### src/rtl/serial_frame_rx.sv
// Bit-serial frame receiver: hunts a sync byte at bit granularity, then collects LEN
// payload bytes and checks a trailing check byte (XOR by default, CRC-8 with SFRX_CRC8_EN).
module serial_frame_rx #(
  parameter logic [7:0]  SYNC = 8'hA5,
  parameter int unsigned LEN  = 4
) (
  input  logic       clk,
  input  logic       rst_n,
  input  logic       bit_in,
  input  logic       bit_valid,
  input  logic       abort,
  output logic [7:0] byte_out,
  output logic       byte_valid,
  output logic       frame_ok,
  output logic       frame_err,
  output logic       in_frame
);

  localparam logic [7:0] LEN_B = 8'(LEN);

  typedef enum logic [1:0] {
    HUNT    = 2'd0,
    PAYLOAD = 2'd1,
    CHECK   = 2'd2
  } state_t;

  state_t      state_q;
  logic [7:0]  sr_q;
  logic [2:0]  bitcnt_q;
  logic [7:0]  bytecnt_q;
  logic [7:0]  chk_q;
  logic [3:0]  hunt_cnt_q;
  logic [7:0]  byte_out_q;
  logic        byte_valid_q;
  logic        frame_ok_q;
  logic        frame_err_q;
  logic        in_frame_q;

  logic [7:0]  sr_d;
  logic [3:0]  hunt_cnt_d;
  logic [7:0]  bytecnt_d;
  logic [7:0]  chk_d;
  logic        lock;
  logic        byte_done;

  // One MSB-first step of CRC-8, polynomial x^8 + x^2 + x + 1.
  function automatic logic [7:0] crc8_bit(input logic [7:0] crc, input logic b);
    crc8_bit = {crc[6:0], 1'b0} ^ ((crc[7] ^ b) ? 8'h07 : 8'h00);
  endfunction

  always_comb begin
    sr_d       = {sr_q[6:0], bit_in};
    hunt_cnt_d = (hunt_cnt_q == 4'd8) ? 4'd8 : hunt_cnt_q + 4'd1;
    bytecnt_d  = bytecnt_q + 8'd1;
    lock       = (hunt_cnt_d == 4'd8) && (sr_d == SYNC);
    byte_done  = (bitcnt_q == 3'd7);
`ifdef SFRX_CRC8_EN
    chk_d      = crc8_bit(chk_q, bit_in);
`else
    chk_d      = chk_q ^ sr_d;
`endif
  end

  always_ff @(posedge clk or negedge rst_n) begin
    if (!rst_n) begin
      state_q      <= HUNT;
      sr_q         <= 8'h00;
      bitcnt_q     <= 3'd0;
      bytecnt_q    <= 8'h00;
      chk_q        <= 8'h00;
      hunt_cnt_q   <= 4'd0;
      byte_out_q   <= 8'h00;
      byte_valid_q <= 1'b0;
      frame_ok_q   <= 1'b0;
      frame_err_q  <= 1'b0;
      in_frame_q   <= 1'b0;
    end else begin
      byte_valid_q <= 1'b0;
      frame_ok_q   <= 1'b0;
      frame_err_q  <= 1'b0;
      // Abort discards any coincident bit; byte_out deliberately keeps its value.
      if (abort) begin
        state_q    <= HUNT;
        bitcnt_q   <= 3'd0;
        bytecnt_q  <= 8'h00;
        chk_q      <= 8'h00;
        hunt_cnt_q <= 4'd0;
        in_frame_q <= 1'b0;
      end else if (bit_valid) begin
        sr_q <= sr_d;
        case (state_q)
          HUNT: begin
            hunt_cnt_q <= hunt_cnt_d;
            if (lock) begin
              state_q    <= PAYLOAD;
              bitcnt_q   <= 3'd0;
              bytecnt_q  <= 8'h00;
              chk_q      <= 8'h00;
              in_frame_q <= 1'b1;
            end
          end
          PAYLOAD: begin
            bitcnt_q <= bitcnt_q + 3'd1;
`ifdef SFRX_CRC8_EN
            chk_q <= chk_d;
`endif
            if (byte_done) begin
              byte_out_q   <= sr_d;
              byte_valid_q <= 1'b1;
              bytecnt_q    <= bytecnt_d;
`ifndef SFRX_CRC8_EN
              chk_q <= chk_d;
`endif
              if (bytecnt_d == LEN_B) begin
                state_q  <= CHECK;
                bitcnt_q <= 3'd0;
              end
            end
          end
          CHECK: begin
            bitcnt_q <= bitcnt_q + 3'd1;
            // hunt_cnt restarts at 0 so the check byte can never be taken as sync.
            if (byte_done) begin
              frame_ok_q  <= (sr_d == chk_q);
              frame_err_q <= (sr_d != chk_q);
              state_q     <= HUNT;
              hunt_cnt_q  <= 4'd0;
              bitcnt_q    <= 3'd0;
              bytecnt_q   <= 8'h00;
              chk_q       <= 8'h00;
              in_frame_q  <= 1'b0;
            end
          end
          default: state_q <= HUNT;
        endcase
      end
    end
  end

  assign byte_out   = byte_out_q;
  assign byte_valid = byte_valid_q;
  assign frame_ok   = frame_ok_q;
  assign frame_err  = frame_err_q;
  assign in_frame   = in_frame_q;

endmodule

### config.mk
export PLATFORM = sky130hd
export DESIGN_NAME = serial_frame_rx
export DESIGN_NICKNAME = d
export VERILOG_FILES = /design/src/rtl/serial_frame_rx.sv
export SDC_FILE = /design/constraint.sdc
export NUM_CORES = 1
export LEC_CHECK = 0
export BUFFER_PORTS_ARGS = -buffer_cell sky130_fd_sc_hd__buf_2
export CORE_MARGIN = 2
export CORE_UTILIZATION = 64
export DETAILED_ROUTE_END_ITERATION = 10
export GPL_TIMING_DRIVEN = 0
export PLACE_DENSITY = 0.84
export SLEW_MARGIN = 20
export SYNTH_ARGS = -nofsm -noshare
export SYNTH_HDL_FRONTEND = slang
export SYNTH_SLANG_ARGS = --single-unit
### constraint.sdc
create_clock -name clk -period 5.25 [get_ports clk]
set_input_delay 0.2625 -clock clk [delete_from_list [all_inputs] [get_ports clk]]
set_output_delay 0.2625 -clock clk [all_outputs]
set_load 0.05 [all_outputs]
==> flow_summary.json <==
{
  "status": "finished clean",
  "yosysTopAreaCell": "dfrtp_1",
  "place_area_sq_um": 2500,
  "core-area_sq_um": 3610,
  "cp-start-kind": "register",
  "rsz0062_at_grt": "no",
  "min_period_ns": 2.44,
  "yosysWarnings": 0,
  "dpl.hpwl_um": 3460,
  "crit_path_frequent_cell": "a21oi_1",
  "critPathKind": "reg -> reg",
  "layout-drive-gt1-share": 0.0944,
  "area_delta_synth_final_pct": 11.9,
  "postLayoutCellArea_sq_um": 2640,
  "totalWireLength_um": 5010,
  "gp_congestion": 0.814,
  "crit_path_end_kind": "register",
  "syn_avg_cell_area_sq_um": 9.05,
  "initial_core_util": 0.655,
  "drc": 0,
  "synth-compound-area-share": 0.129,
  "rows": 22,
  "required_ns": 5.48,
  "nets": 299,
  "ir_drop_mv": 0.177,
  "ys_seq_area_frac": 0.466,
  "die_area_sq_um": 4190,
  "clock_latency_ns": 0.30,
  "r2r-end": "bytecnt_q[4]$_DFFE_PN0P_",
  "post-cts-setup-buffer-count": 0,
  "synth_top_area_frac": 0.466,
  "maxSlewHeadroom": 0.595,
  "grt_pass1_vias": 1850,
  "ys_types": 44,
  "max_stage_delay_ns": 0.51,
  "slew_violations": 0,
  "synthXorXnorAreaFrac": 0.0371,
  "critPathMaxFanout": 10,
  "critPathSlowestCell": "a21oi_1",
  "synth_edf_count": 0,
  "r2r_slack_ns": 2.81,
  "detail_route.iter0.violations": 220,
  "port_buffers": 15,
  "ys_ff_latch": 44,
  "setup_tns_ns": 0,
  "numCtsBuffers": 5,
  "clk_pin_slew_ns": 0.09,
  "netlist_area_sq_um": 2360,
  "netlist_instances": 261,
  "p_per_area_nw_per_um2": 267,
  "vias": 1974,
  "async_flop_share": 1.00,
  "synth_top_family_by_area": "simple AND/OR/NAND/NOR gates",
  "cts.path.max_buffers": 2,
  "grtUsageTotal": 0.265,
  "post-route-util": 0.732,
  "hold_viol": 0,
  "hold_class": "in -> reg",
  "gr-total-overflow": 0,
  "clockRootBuffer": "clkbuf_8",
  "synthMuxAreaShare": 0.0424,
  "whs_path_depth": 3,
  "antenna_found_initial": 0,
  "h-tree-depth": 2,
  "synth_fp_nets": 275,
  "die_w_um": 64.7,
  "grt_max_degree": 45,
  "die_y_um": 64.7,
  "reg2reg_depth": 8,
  "first_pass_iters": 5,
  "clkSinkCount": 44,
  "synth_commonest_cells": "nand2_1 (57), dfrtp_1 (44), nor2_1 (16), nand3_1 (15), a21oi_1 (13)",
  "power.total_uw": 705,
  "wl_per_cell_um": 15.0,
  "cts_tree": "built",
  "fmaxAchievable_ghz": 0.410,
  "synthSimpleGateAreaFrac": 0.244,
  "drv_cap": 0,
  "worstPathArrival_ns": 2.67,
  "grt_pass1_wl_um": 8650,
  "finClkSkew_ns": 0.0111,
  "crit_chain": "inv_1 -> ha_1 -> nor2_1 -> o21a_1 -> a21oi_1 -> clkbuf_1 -> a21oi_1 -> mux2i_1",
  "routed_via_density": 5.91,
  "synthTopCellsByArea": "dfrtp_1 (47%), nand2_1 (9.1%), ha_1 (4.8%)",
  "synthAdderAreaFrac": 0.0477,
  "setup_violations": 0,
  "hold_end": "sr_q[0]$_DFFE_PN0P_",
  "post-route-period-util": 0.464,
  "worstMarginPinSlew_ns": 0.608,
  "antenna_cells": 0,
  "r2r_start": "state_q[0]$_DFFE_PN0P_",
  "io_pins": 17,
  "synth_flop_cell": "dfrtp_1",
  "ant_nets": 0,
  "min_from": "bit_in",
  "leakage_nw": 1.32,
  "post-synth-top-count-cell": "nand2_1"
}
## placed cells by master (no fill, tap or decap), types with 6 or more instances in the layout
cell type and count:
clkbuf_1 10, mux2i_1 10, dfrtp_1 44, nand2b_1 7, inv_1 9, nor2_1 16
ha_1 9, a21oi_1 13, nand3_1 15, xor2_1 9, o21ai_0 6, buf_2 15
nand2_1 57
## sequential cells by signal, indices dropped and copies added, names as in the netlist
register    cells
byte_out        8
bytecnt_q       8
chk_q           8
sr_q            7
hunt_cnt_q      4
bitcnt_q        3
state_q         2
byte_valid      1
frame_err       1
frame_ok        1
in_frame        1
## what timing repair did
item | in CTS | in global routing
gates resized for setup | 0 | 0
hold buffers | 0 | 1
endpoints found under the hold margin | 0 | 14
## final cells by class
type / count / area [sq um]
multi-input cells: 196 / 1180
flip-flops and latches: 44 / 1100
fillers: 271 / 965
repair buffers: 17 / 105
clock buffers: 5 / 68.8
well taps: 48 / 60.1
clock inverters: 3 / 46.3
plain buffers: 11 / 41.3
inverters: 10 / 37.5
## through the flow
| stage | hold WS (ns) | setup slack [ns] | instances |
|---|---|---|---|
| after global placement | 0.455 | 2.93 | 324 |
| after global routing | 0.244 | 2.73 | 334 |
| after detailed placement | 0.459 | 2.89 | 324 |
| after floorplan | -0.0331 | 3.11 | 261 |
| after CTS | 0.130 | 2.87 | 332 |
| final | 0.258 | 2.81 | 334 |
## critical path: cells and delay by family (launching register included)
family	cells	cell delay, ns
adder cells (fa/ha/maj)	1	0.31
flip-flops	1	0.41
AND/OR/NAND/NOR	1	0.12
multiplexers	1	0.14
AO/OA/AOI/OAI	3	0.85
buffers and inverters	2	0.52
## per-layer routing
metal,share of wire,vias to the layer above,routed length [um],track usage
met3,0.071,6,354,0.0573
met4,0.011,0,54,0.0745
met5,0,-,0,0
li1,-,953,-,-
met2,0.47,93,2340,0.423
met1,0.45,922,2260,0.366
## cell families after synthesis
group	Yosys count
compound gates	46
mux	10
buf+inv	21
flops	44
xor+xnor	10
simple gates	121
fa+ha+maj	9
## where the power goes
group	internal, mW	leakage, nW	switching [mW]
Combinational	0.0255	0.661	0.0429
Clock	0.143	0.0548	0.122
Sequential	0.351	0.606	0.0199
## worst max path at each step
stage	depth (start not counted)	from	end	slack [ns]
floorplan	7	bitcnt_q[0]$_DFFE_PN0P_	state_q[1]$_DFFE_PN0P_	3.11
global placement	7	bitcnt_q[0]$_DFFE_PN0P_	state_q[1]$_DFFE_PN0P_	2.93
detailed placement	7	bitcnt_q[0]$_DFFE_PN0P_	state_q[1]$_DFFE_PN0P_	2.89
CTS	7	bitcnt_q[0]$_DFFE_PN0P_	state_q[1]$_DFFE_PN0P_	2.87
global route	8	state_q[0]$_DFFE_PN0P_	bytecnt_q[3]$_DFFE_PN0P_	2.73
finish	8	state_q[0]$_DFFE_PN0P_	bytecnt_q[4]$_DFFE_PN0P_	2.81
Note: power is estimated with default switching activity, not from simulation.
